--- src/rtl/task_stream_loader.sv ---
// -----------------------------------------------------------------------------
// task_stream_loader
//   Receives a task image over a credit-based flit stream and writes it into
//   memory. A task is a 4-flit header (text_size, data_size, bss_size, entry)
//   followed by (text_size+data_size)/4 payload words. The loader writes the
//   payload from BASE_ADDR upward, then zero-fills bss_size/4 words. It reports
//   completion with a one-cycle done_o pulse once the last write is acked.
//
// Ports
//   clk_i       clock, all state changes on rising edge
//   rst_ni      asynchronous active-low reset
//   rx_i        upstream flit valid
//   data_i      upstream flit
//   credit_o    ready; a flit moves when rx_i && credit_o
//   mem_we_o    memory write request (held until mem_ack_i)
//   mem_addr_o  write byte address
//   mem_data_o  write data
//   mem_ack_i   memory accepts the write when mem_we_o && mem_ack_i
//   entry_o     entry point of the last loaded task
//   done_o      one-cycle pulse after a task is fully written
//   busy_o      high in every state except S_TEXT
// -----------------------------------------------------------------------------
module task_stream_loader #(
  parameter int                    FLIT_SIZE  = 32,
  parameter int                    ADDR_WIDTH = 32,
  parameter logic [ADDR_WIDTH-1:0] BASE_ADDR  = '0
) (
  input  logic                  clk_i,
  input  logic                  rst_ni,
  input  logic                  rx_i,
  input  logic [FLIT_SIZE-1:0]  data_i,
  output logic                  credit_o,
  output logic                  mem_we_o,
  output logic [ADDR_WIDTH-1:0] mem_addr_o,
  output logic [FLIT_SIZE-1:0]  mem_data_o,
  input  logic                  mem_ack_i,
  output logic [FLIT_SIZE-1:0]  entry_o,
  output logic                  done_o,
  output logic                  busy_o
);

  localparam logic [2:0] S_TEXT    = 3'd0;
  localparam logic [2:0] S_DATA    = 3'd1;
  localparam logic [2:0] S_BSS     = 3'd2;
  localparam logic [2:0] S_ENTRY   = 3'd3;
  localparam logic [2:0] S_PAYLOAD = 3'd4;
  localparam logic [2:0] S_CLEAR   = 3'd5;
  localparam logic [2:0] S_DONE    = 3'd6;

  logic [2:0]            r_state;
  // r_live is 0 during reset and 1 from the first edge after release, so
  // credit_o cannot assert until the loader has actually seen a clock.
  logic                  r_live;
  logic [FLIT_SIZE-1:0]  r_text;
  logic [FLIT_SIZE-1:0]  r_data;
  logic [FLIT_SIZE-1:0]  r_bss;
  logic [FLIT_SIZE-2:0]  r_word_cnt;
  logic [FLIT_SIZE-3:0]  r_clr_cnt;
  logic [ADDR_WIDTH-1:0] r_ptr;
  logic                  r_we;
  logic [ADDR_WIDTH-1:0] r_addr;
  logic [FLIT_SIZE-1:0]  r_wdata;
  logic [FLIT_SIZE-1:0]  r_entry;
  logic                  r_done;

  logic                  w_slot_free;
  logic                  w_credit;
  logic                  w_xfer;
  logic [FLIT_SIZE:0]    w_sum;
  logic [FLIT_SIZE-2:0]  w_word_cnt;
  logic [FLIT_SIZE-3:0]  w_clr_cnt;

  // The write register can take a new word when empty or draining this edge.
  assign w_slot_free = !r_we || mem_ack_i;
  assign w_xfer      = rx_i && w_credit;
  // One extra bit keeps text+data from overflowing before the word shift.
  assign w_sum       = {1'b0, r_text} + {1'b0, r_data};
  assign w_word_cnt  = (FLIT_SIZE-1)'(w_sum >> 2);
  assign w_clr_cnt   = (FLIT_SIZE-2)'(r_bss >> 2);

  always_comb begin
    w_credit = 1'b0;
    case (r_state)
      S_TEXT, S_DATA, S_BSS, S_ENTRY: w_credit = r_live;
      S_PAYLOAD:                      w_credit = r_live && w_slot_free;
      default:                        w_credit = 1'b0;
    endcase
  end

  always_ff @(posedge clk_i or negedge rst_ni) begin
    if (!rst_ni) begin
      r_state    <= S_TEXT;
      r_live     <= 1'b0;
      r_text     <= '0;
      r_data     <= '0;
      r_bss      <= '0;
      r_word_cnt <= '0;
      r_clr_cnt  <= '0;
      r_ptr      <= '0;
      r_we       <= 1'b0;
      r_addr     <= '0;
      r_wdata    <= '0;
      r_entry    <= '0;
      r_done     <= 1'b0;
    end else begin
      r_live <= 1'b1;
      r_done <= 1'b0;
      // Default drain; a new write loaded below on the same edge overrides it.
      if (r_we && mem_ack_i) begin
        r_we <= 1'b0;
      end
      case (r_state)
        S_TEXT: if (w_xfer) begin
          r_text  <= data_i;
          r_state <= S_DATA;
        end
        S_DATA: if (w_xfer) begin
          r_data  <= data_i;
          r_state <= S_BSS;
        end
        S_BSS: if (w_xfer) begin
          r_bss   <= data_i;
          r_state <= S_ENTRY;
        end
        S_ENTRY: if (w_xfer) begin
          r_entry    <= data_i;
          r_word_cnt <= w_word_cnt;
          r_clr_cnt  <= w_clr_cnt;
          r_ptr      <= BASE_ADDR;
          if (w_word_cnt != '0)      r_state <= S_PAYLOAD;
          else if (w_clr_cnt != '0)  r_state <= S_CLEAR;
          else                       r_state <= S_DONE;
        end
        S_PAYLOAD: if (w_xfer) begin
          r_we       <= 1'b1;
          r_wdata    <= data_i;
          r_addr     <= r_ptr;
          r_ptr      <= r_ptr + ADDR_WIDTH'(4);
          r_word_cnt <= r_word_cnt - (FLIT_SIZE-1)'(1);
          if (r_word_cnt == (FLIT_SIZE-1)'(1)) begin
            r_state <= (r_clr_cnt != '0) ? S_CLEAR : S_DONE;
          end
        end
        S_CLEAR: if (w_slot_free) begin
          r_we      <= 1'b1;
          r_wdata   <= '0;
          r_addr    <= r_ptr;
          r_ptr     <= r_ptr + ADDR_WIDTH'(4);
          r_clr_cnt <= r_clr_cnt - (FLIT_SIZE-2)'(1);
          if (r_clr_cnt == (FLIT_SIZE-2)'(1)) begin
            r_state <= S_DONE;
          end
        end
        S_DONE: if (!r_we) begin
          // done_o is registered: it is high in the cycle after leaving S_DONE.
          r_done  <= 1'b1;
          r_state <= S_TEXT;
        end
        default: r_state <= S_TEXT;
      endcase
    end
  end

  assign credit_o   = w_credit;
  assign mem_we_o   = r_we;
  assign mem_addr_o = r_addr;
  assign mem_data_o = r_wdata;
  assign entry_o    = r_entry;
  assign done_o     = r_done;
  assign busy_o     = (r_state != S_TEXT);

endmodule
--- config.mk ---
export PLATFORM = sky130hd
export DESIGN_NAME = task_stream_loader
export DESIGN_NICKNAME = d
export VERILOG_FILES = /design/src/rtl/task_stream_loader.sv
export SDC_FILE = /design/constraint.sdc
export NUM_CORES = 1
export LEC_CHECK = 0
export CORE_MARGIN = 2
export CORE_UTILIZATION = 45
export CTS_CLUSTER_SIZE = 20
export DETAILED_ROUTE_END_ITERATION = 7
export RECOVER_POWER = 100
export SLEW_MARGIN = 20
export SYNTH_ARGS = -nofsm -noshare
export SYNTH_HDL_FRONTEND = slang
export SYNTH_SLANG_ARGS = --single-unit
--- constraint.sdc ---
create_clock -name clk_i -period 7.1 [get_ports clk_i]
set_input_delay 0.71 -clock clk_i [delete_from_list [all_inputs] [get_ports clk_i]]
set_output_delay 0.71 -clock clk_i [all_outputs]
set_load 0.02 [all_outputs]
==> impl_metrics.toml <==
[run_status]
status = "finished with violations"
violations = "max-capacitance violations, max-slew violations"

[sta]
slew_headroom = -1.66
rsz0062_at_grt = "no"
final_max_slew_viol_count = 442
setup_tns_ns = 0
max_clock_freq_mhz = 199
hold_viol_final = 0
setup_viol = 0
period_needed_ns = 5.04
whs_ns = 0.123
skew_ns = 0.0102
worst_pin_slew_ns = 3.99
fin_crit_sh = 0.709

[floorplan]
io_pins = 136
rows = 66
core_um2 = 32500
die_h_um = 186
initial_core_util = 0.456
die_w_um = 186
dieArea_um2 = 34400

[clocking]
cts_made_buffers = 31
cts_resized = 0
ctsLongestPathBuffers = 3
cts_tree = "yes"
cts_root_buffer = "clkbuf_16"
clk_latency_ns = 0.56
cts_hold_buf = 0
cts_setup_buffers = 0
path_clk_slew_ns = 0.06
cts.sinks = 285
h-tree-depth = 1

[cells_and_area]
finish.net_count = 1792
drive_above_1_share = 0.106
post-route-util = 0.538
final_cells = 2187
synthToLayoutAreaGrowth_pct = 18.1

[route]
via_per_inst = 5.72
post_drt_wl_per_cell_um = 19.1
drtIter0Drc = 804
routed_wl_um = 41800
drcViolationCount = 0
num_vias = 12500
first_pass_iters = 7
final_antenna_net_count = 0

[worst_setup_path]
path_max_fanout = 34
start_kind = "flip-flop"
crit_chain = "nand2b_1 -> nor2_1 -> nand2_1 -> clkbuf_1 -> nand2_1 -> o21ai_0 -> nor2b_1 -> a21oi_1"
reg2reg_to = "r_clr_cnt[21]"
reg2reg_depth = 8
reg2reg_setup_slack_ns = 2.06
critPathKind = "reg2reg"
crit_family = "simple AND/OR/NAND/NOR gates"
slowest_delay_ns = 1.55
crit_buf_inv = 1
rr_startpoint = "r_state[1]"
setup.worst_path.start = "r_state[1]"
critPathCaptureType = "flip-flop"
worstPathRequired_ns = 7.49
crit_end = "r_clr_cnt[21]"
critPathMostFrequentCell = "nand2_1"
arrival_ns = 5.42
cp.depth = 8
crit_path_top_delay_cell = "clkbuf_1"

[synthesis]
ys_warn_count = 0
async_flop_share = 1.00
post-synth-top-area-cell = "dfrtp_1"
synthesis.area_um2 = 14800
synth.area.top_cells = "dfrtp_1 48%, nand2_1 8.9%, mux2_2 7.3%"
synth.top_cell.area_share = 0.481
synth_area_per_cell_um2 = 9.13
synthCells = 1625
synth_edf_count = 0
yosysMostFrequentCell = "nand2_1"
yosys.cell_types.count = 82
yosysSeqAreaShare = 0.481
ys.flop_type = "dfrtp_1"
synth_commonest_cells = "352 x nand2_1, 285 x dfrtp_1, 113 x a21oi_1"
ys_ff_latch = 285

[pwr]
p_int_w = 0.00362
leakagePower_nw = 8.28
pwr-share-seq = 0.378
clockPowerShare = 0.286
comb_power_share = 0.335
power_w = 0.00583
p_sw_w = 0.00221
switching_share = 0.379
irDropWorstVdd_mv = 0.194
p_per_area_nw_per_um2 = 333

[global_route]
first_global_vias = 12000
grtUsageMet2 = 0.402
grt_use_total = 0.245
met1_usage = 0.342
met3_usage = 0.0327
grt_start_max_net_pins = 82
busiest_layer = "met2"
grt_pass1_wl_um = 66600
antenna_found_initial = 1
gr-total-overflow = 0

[worst_hold_path]
hp-class = "in2async"

[place]
dp_hpwl_um = 29100
dp_cells = 2128
io_buffers = 133
place_congestion = 0.906

[run]
maxCapViolations = 11
per-stage QoR:
step	worst slack, ns	area [um2]
2_1_floorplan	4.12	14800
3_3_place_gp	3.37	16500
3_5_place_dp	3.28	16500
4_1_cts	3.58	17600
5_1_grt	1.70	17500
6_report	2.06	17500
sequential cells by signal (all words and copies together) (netlist names):
signal and flops:
r_live 1, mem_addr_o 30, r_ptr 30, r_bss 30, done_o 1, mem_we_o 1
r_word_cnt 31, r_text 32, mem_data_o 32, entry_o 32, r_clr_cnt 30, r_state 3
r_data 32
power by group through the flow:
| stage | combinational (W) | clock, W | sequential [W] |
|---|---|---|---|
| 4_1_cts | 0.00201 | 0.00170 | 0.00221 |
| 2_1_floorplan | 0.00123 | 0 | 0.00228 |
| 3_5_place_dp | 0.00201 | 0 | 0.00222 |
| 5_1_grt | 0.00218 | 0.00178 | 0.00225 |
| 3_3_place_gp | 0.00198 | 0 | 0.00222 |
| 6_report | 0.00196 | 0.00167 | 0.00220 |
final cells by class:
cell class	instances	area, um2
antenna	1	2.50
clock buffer	44	845
clock inverter	13	198
fill	3028	15000
inverter	22	82.6
multi-input combinational	1228	7260
sequential	285	7130
tap	442	553
timing repair buffer	152	1430
placed cells by master (no fill, tap or decap), types with 8 or more instances in the layout:
cell type        count
a21oi_1            113
ha_1                36
clkbuf_1            23
o22ai_1             13
dfrtp_1            285
o31ai_1              8
xor2_1              20
dlygate4sd3_1       99
clkdlybuf4s50_1     33
xnor2_1             21
nand2_1            352
or3_1               17
a22oi_1             10
clkbuf_16           31
o21ai_0            112
mux2_2              96
nand3_1             64
a31oi_1              8
inv_1               22
nor2_1             111
nor4_1              23
nor3_1              38
o21a_1               9
and2_1               8
nand4_1             25
kinds of logic after synthesis:
family                   share of synthesized area
AO/OA/AOI/OAI                                0.139
XOR/XNOR                                    0.0242
adder cells (fa/ha/maj)                     0.0304
buffers and inverters                       0.0300
flip-flops                                   0.481
multiplexers                                0.0742
other                                     0.000506
AND/OR/NAND/NOR                              0.221
metal layers:
metal	part of all wire	wire length, um
met1	0.45	18900
met2	0.47	19800
met3	0.052	2160
met4	0.024	995
met5	0	0
worst register-to-register path, cell delays in order (launching register included):
cell	delay, ns
dfrtp_1	0.61
nand2b_1	0.53
nor2_1	0.17
nand2_1	0.11
clkbuf_1	1.55
nand2_1	1.32
o21ai_0	0.32
nor2b_1	0.20
a21oi_1	0.06
how the worst min path moves through the flow:
stage / start / to / slack, ns / cells past startpoint
5_1_grt: rst_ni / mem_addr_o[14] / 0.18 / 1
3_3_place_gp: entry_o[14] / entry_o[14] / 0.46 / 2
3_5_place_dp: mem_addr_o[7] / mem_addr_o[7] / 0.46 / 2
4_1_cts: rst_ni / r_ptr[14] / 0.16 / 1
2_1_floorplan: rst_ni / done_o / 0.41 / 0
6_report: rst_ni / mem_addr_o[13] / 0.12 / 1
Power figures use the tool's default switching activity.
